`src/rtl/sid_mac_scheduler.sv`:
```
// Purpose: TDM frame sequencer for the filter; optionally lends idle muladd slots to an auxiliary requester.
// Latency: cycle_o steps one per clock after tick_i; aux grant-to-ack is exactly 2 clocks.
// Backpressure: aux_req_i waits (no grant) until a free TDM cycle; one aux operation in flight at most.
// Build option: define SID_MAC_SCHEDULER_AUX_EN to include the aux arbitration path.
module sid_mac_scheduler (
  input  logic        clk,
  input  logic        rst_n,
  input  logic        tick_i,
  output logic [3:0]  cycle_o,
  output logic        busy_o,
  output logic        overrun_o,
  output logic        audio_valid_o,
  output logic        audio_chip_o,
  input  logic [31:0] filt_c_i,
  input  logic        filt_s_i,
  input  logic [15:0] filt_a_i,
  input  logic [15:0] filt_b_i,
  input  logic        aux_req_i,
  input  logic [31:0] aux_c_i,
  input  logic        aux_s_i,
  input  logic [15:0] aux_a_i,
  input  logic [15:0] aux_b_i,
  output logic        aux_gnt_o,
  output logic        aux_ack_o,
  output logic [31:0] aux_o,
  output logic [31:0] mac_c_o,
  output logic        mac_s_o,
  output logic [15:0] mac_a_o,
  output logic [15:0] mac_b_o,
  input  logic [31:0] mac_o_i
);

  // Frame counter: waits at 0 for a tick, then runs 1..15 and wraps back to idle.
  always_ff @(posedge clk) begin
    if (!rst_n) begin
      cycle_o <= 4'd0;
    end else if (cycle_o == 4'd0) begin
      cycle_o <= tick_i ? 4'd1 : 4'd0;
    end else begin
      cycle_o <= cycle_o + 4'd1;
    end
  end

  // Sticky flag for a tick that lands inside a running frame.
  always_ff @(posedge clk) begin
    if (!rst_n) begin
      overrun_o <= 1'b0;
    end else if (tick_i && (cycle_o != 4'd0)) begin
      overrun_o <= 1'b1;
    end
  end

  assign busy_o        = (cycle_o != 4'd0);
  assign audio_valid_o = (cycle_o == 4'd9) || (cycle_o == 4'd14);
  assign audio_chip_o  = (cycle_o == 4'd14);

`ifdef SID_MAC_SCHEDULER_AUX_EN

  typedef enum logic [1:0] {
    S_IDLE = 2'd0,
    S_EXEC = 2'd1,
    S_ACK  = 2'd2
  } aux_state_t;

  aux_state_t  state;
  aux_state_t  state_nxt;
  logic        slot_free;
  logic        gnt;
  logic [31:0] cap_c;
  logic        cap_s;
  logic [15:0] cap_a;
  logic [15:0] cap_b;
  logic [31:0] aux_res;

  // A slot is free when the filter neither loads operands nor consumes a result next cycle.
  assign slot_free = cycle_o inside {4'd0, 4'd1, 4'd2, 4'd3, 4'd7, 4'd12, 4'd14, 4'd15};

  // Aux FSM state register.
  always_ff @(posedge clk) begin
    if (!rst_n) begin
      state <= S_IDLE;
    end else begin
      state <= state_nxt;
    end
  end

  // Aux FSM next state and grant; grant is masked while reset is held.
  always_comb begin
    state_nxt = state;
    gnt       = 1'b0;
    case (state)
      S_IDLE: begin
        if (rst_n && aux_req_i && slot_free) begin
          gnt       = 1'b1;
          state_nxt = S_EXEC;
        end
      end
      S_EXEC:  state_nxt = S_ACK;
      S_ACK:   state_nxt = S_IDLE;
      default: state_nxt = S_IDLE;
    endcase
  end

  // Capture aux operands on the granting edge so the requester may move on.
  always_ff @(posedge clk) begin
    if (!rst_n) begin
      cap_c <= 32'd0;
      cap_s <= 1'b0;
      cap_a <= 16'd0;
      cap_b <= 16'd0;
    end else if (gnt) begin
      cap_c <= aux_c_i;
      cap_s <= aux_s_i;
      cap_a <= aux_a_i;
      cap_b <= aux_b_i;
    end
  end

  // Latch the shared muladd result at the end of the borrowed cycle; held until the next one.
  always_ff @(posedge clk) begin
    if (!rst_n) begin
      aux_res <= 32'd0;
    end else if (state == S_EXEC) begin
      aux_res <= mac_o_i;
    end
  end

  assign aux_gnt_o = gnt;
  assign aux_ack_o = (state == S_ACK);
  assign aux_o     = aux_res;
  assign mac_c_o   = (state == S_EXEC) ? cap_c : filt_c_i;
  assign mac_s_o   = (state == S_EXEC) ? cap_s : filt_s_i;
  assign mac_a_o   = (state == S_EXEC) ? cap_a : filt_a_i;
  assign mac_b_o   = (state == S_EXEC) ? cap_b : filt_b_i;

`else

  logic unused_aux;
  assign unused_aux = ^{aux_req_i, aux_c_i, aux_s_i, aux_a_i, aux_b_i, mac_o_i};

  assign aux_gnt_o = 1'b0;
  assign aux_ack_o = 1'b0;
  assign aux_o     = 32'd0;
  assign mac_c_o   = filt_c_i;
  assign mac_s_o   = filt_s_i;
  assign mac_a_o   = filt_a_i;
  assign mac_b_o   = filt_b_i;

`endif

endmodule

```
`config.mk`:
```
export PLATFORM = sky130hd
export DESIGN_NAME = sid_mac_scheduler
export DESIGN_NICKNAME = d
export VERILOG_FILES = /design/src/rtl/sid_mac_scheduler.sv
export SDC_FILE = /design/constraint.sdc
export NUM_CORES = 1
export LEC_CHECK = 0
export CAP_MARGIN = 20
export CORE_AREA = 2 2 106 108
export CTS_BUF_LIST = sky130_fd_sc_hd__clkbuf_16
export DETAILED_ROUTE_END_ITERATION = 10
export DIE_AREA = 0 0 108 110
export PLACE_DENSITY = 0.56
export SLEW_MARGIN = 20
export SYNTH_ARGS = -nofsm -noshare
export SYNTH_HDL_FRONTEND = slang
export SYNTH_SLANG_ARGS = --single-unit
```
`constraint.sdc`:
```
create_clock -name clk -period 1.33 [get_ports clk]
set_input_delay 0.3325 -clock clk [delete_from_list [all_inputs] [get_ports clk]]
set_output_delay 0.3325 -clock clk [all_outputs]
set_load 0.02 [all_outputs]
```
* Word-level counts from Yosys, hierarchy flattened
Index checks and enable logic that the tools add are counted.
W data, S select, Z words.
** Operators by class
- Add/subtract/negate cells :: 1
- $mul :: 0
- Divide/modulo/power cells :: 0
- Order comparisons :: 0
- Equality and inequality tests :: 2
- Shifts and indexed selects :: 0
- Multiplexer cells :: 2
- Bitwise gates (word level) :: 0
- Reductions and logical operators :: 4
** Operators by type and width (count)
- $eq A4 B4 Y1 const B :: 2
- $add A4 B1 Y4 const B :: 1
- $logic_not A4 Y1 :: 1
- $mux W4 :: 1
- $reduce_bool A4 Y1 :: 1
- $logic_and A1 B1 Y1 :: 1
- $logic_or A1 B1 Y1 :: 1
- $mux W1 :: 1
** Word-level totals
- Register bits after elaboration :: 5
- Latch bits :: 0
- Memory bits (writable) :: 0
- ROM bits :: 0
- Bits of input ports :: 166
- Output and inout bits :: 107
- Logic and storage cells :: 11
- Memories :: 0

* Longest topological paths before layout
- Depth in word-level cells :: 2
- Mapped depth :: 6
- Depth with buffers taken out :: 5

* Worst setup path before layout
Ideal clock, no wire load.
- Path kind :: register to output
- Start :: register cycle_o[0]
- End :: output busy_o
- Arrival time :: 1156 ps
- Required time :: 998 ps
- Path slack :: -158 ps
- Cell stages (with the launch flop) :: 5
- Path buffers :: 1
- Path through :: dfxtp_1 inv_1 ha_1 or3b_1 buf_6
** Between the ends
- Word-level cells in the longest chain between the ends :: 1
** RTL lines
- start: declaration :: RTL line 9 : output logic [3:0] cycle_o,
- start signal: assignment :: RTL line 38 : cycle_o <= tick_i ? 4'd1 : 4'd0;
- start signal: assignment :: RTL line 40 : cycle_o <= cycle_o + 4'd1;
- $reduce_bool A4 Y1 :: RTL line 53 : assign busy_o = (cycle_o != 4'd0);
- end: declaration :: RTL line 10 : output logic busy_o,
No other way between the ends.

* Final worst setup path
- Start :: register cycle_o[1]
- End :: output busy_o
Same word-level chain as after synthesis.

==> results_dict.tcl <==
set metrics [dict create \
    layout_setup_ws_ns -0.3091 \
    diodes 0 \
    clock_latency_ns 0.23 \
    synth_commonest_cells "99 x buf_4, 5 x dfxtp_1, 4 x ha_1" \
    avgRoutedWirePerCell_um 6.396 \
    violations "negative setup slack" \
    p_sw_mw 0.2961 \
    timing.setup.tns_ns -0.7593 \
    finalCriticalPeriod_ns 1.639 \
    pwr-share-clk_pct 50.4 \
    yosysUniqueCellTypes 21 \
    final-seq-area_sq_um 107.6 \
    num_io_pins 273 \
    cts_buffers 3 \
    core_sq_um 10700 \
    fmax_ghz 0.6101 \
    syn_avg_cell_area_sq_um 8.002 \
    ys_seq_area_share_pct 9.697 \
    synth_mux_area_share_pct 0.9697 \
    first_pass_iters 4 \
    utilization_pct 7.766 \
    seqPwrFrac_pct 18.8 \
    syn_area_sq_um 1032 \
    final_cells 222 \
    skew_ns 0.001141 \
    postLayoutCellArea_sq_um 830.8 \
    drv_cap 0 \
    nFillCells 1258 \
    dpl.cell_count 217 \
    ys_ff_latch 5 \
    grt_overflow 0 \
    via_per_inst 1.860 \
    globalplace.congestion 0.6744 \
    area_delta_synth_final_pct -19.52 \
    routed_wl_um 1420 \
    path_max_fanout 5 \
    p_leak_nw 0.3521 \
    root_buffer "clkbuf_16" \
    combPwrFrac_pct 30.8 \
    synth_area_leader_cell "buf_4" \
    p_per_area_nw_per_um2 1155 \
    synth_fa_ha_area_share_pct 4.848 \
    clk_pin_slew_worst_paths_ns 0.03 \
    arrival_ns 1.31 \
    drive_above_1_share_pct 31.71 \
    async_flop_share_pct 0 \
    holdCritPathClass "flip-flop to flip-flop" \
    grt_setup_unrepaired "yes" \
    multi_input_area_sq_um 321.6 \
    die_w_um 108 \
    drtAntennaViolNets 0 \
    required_ns 1.00 \
    outcome "finished, violations left" \
    final_nets 253 \
    final_max_slew_viol_count 0 \
    synth_top_family_by_area "buffers and inverters" \
    grt_usage_pct 2.191 \
    netlist_instances 129 \
    total_power_mw 0.9592 \
    ys.flop_type "dfxtp_1" \
    startpoint_type "flip-flop" \
    cts_max_path_buffers 2 \
    synth-compound-area-share_pct 2.061 \
    cp-end-kind "output port" \
    drc 0 \
    die_h_um 110 \
    tritoncts "yes" \
    finalHoldViolCount 0 \
    finalCritPeriodShare_pct 123.2 \
    grt_pass1_vias 345 \
    place_worst_setup_slack_ns -0.5686 \
    htreeDepth 1 \
    place_hpwl_um 1179 \
    clock_sinks 5 \
    synthTopCellsByArea "buf_4 72%, dfxtp_1 9.7%, ha_1 4.8%" \
    ys_warn_count 0 \
    synthSimpleGateAreaFrac_pct 7.394 \
    synth_top_area_share_pct 72.00 \
    critical_path_class "flip-flop to output port" \
    synth_xor_area_share_pct 0.8485 \
    switching_share_pct 30.87 \
    hold_ws_ns 0.5049 \
    synth_edf_count 0 \
    start_util_pct 9.649 \
    port-buffer-count 10 \
    rows 38 \
    grt_max_degree 7 \
    internal_power_mw 0.6631 \
    dieArea_sq_um 11880 \
    grt_pass1_wl_um 1828 \
    ir_worst_vdd_v 0.0007793 \
    synth.most_common_cell "buf_4" \
    place_area_sq_um 737.0 \
    antenna_found_initial 0 \
    vias 413 \
    cts_hold_buf 0 \
    initialDrtViolationCount 11 \
    finalSetupViolCount 3 \
]
## flip-flops by register name (all words and copies together) (netlist names)
signal     cells
overrun_o      1
cycle_o        4
## routing by layer
| metal | part of all wire (%) | GRT usage (%) |
|---|---|---|
| met1 | 25 | 1.411 |
| met2 | 39 | 2.471 |
| met3 | 26 | 2.175 |
| met4 | 9.6 | 4.121 |
| met5 | 0 | 0 |
## area by class of cell
class                      count  share of cell area [%]
inverter                       2                   1.506
multi-input combinational     55                   38.70
clock inverter                 1                  0.4518
timing repair buffer          16                   16.27
sequential                     5                   12.95
tap                          140                   21.08
clock buffer                   3                   9.036
## timing repair
action,CTS,global route
gates resized for setup,30,2
setup endpoints to repair,7,5
setup buffers,1,0
pin swaps,0,0
## final timing paths
| check | end | slack, ns | start | depth (start not counted) |
|---|---|---|---|---|
| max | busy_o | -0.31 | cycle_o[1]$_SDFF_PP0_ | 4 |
| min | overrun_o$_SDFFE_PN0P_ | 0.50 | overrun_o$_SDFFE_PN0P_ | 2 |
| max reg2reg | cycle_o[1]$_SDFF_PP0_ | 0.09 | cycle_o[1]$_SDFF_PP0_ | 4 |
| min reg2reg | overrun_o$_SDFFE_PN0P_ | 0.50 | overrun_o$_SDFFE_PN0P_ | 2 |
## power groups by stage
stage | registers, mW | logic [mW] | clock network, mW
finish | 0.180 | 0.295 | 0.484
global placement | 0.183 | 0.278 | 0
global route | 0.183 | 0.321 | 0.506
detailed placement | 0.182 | 0.281 | 0
floorplan | 0.206 | 0.540 | 0
CTS | 0.181 | 0.299 | 0.496
## critical path: stages (launching register included)
cell and delay, ns:
dfxtp_4 0.34, inv_4 0.06, ha_4 0.12, or3b_4 0.41, buf_6 0.15
## cells by family (layout without fill, tap and decap cells)
kind of cell	after synthesis	in the layout
AOI/OAI and AO/OA	3	3
other	1	34
and+or+nand+nor	12	12
DFF	5	5
muxes	1	1
adders and majority gates	4	4
xor gates and xnor gates	1	1
buffers and inverters	102	22
## cell usage in the layout (no fill, tap or decap)
cell,count
nand2b_1,1
xnor2_1,1
clkbuf_16,3
a21oi_2,1
a21boi_0,1
dfxtp_1,3
and2_1,1
conb_1,34
clkbuf_2,2
o21ai_1,1
mux2i_1,1
buf_6,2
inv_1,1
nor2b_1,2
and3_2,1
dfxtp_4,2
clkdlybuf4s15_2,2
inv_4,2
ha_4,2
or2b_1,1
buf_4,8
ha_1,2
nand2_1,1
nand3_1,2
clkdlybuf4s50_1,2
or3b_4,1
and3_1,1
nand3b_1,1
Power figures use the tool's default switching activity.
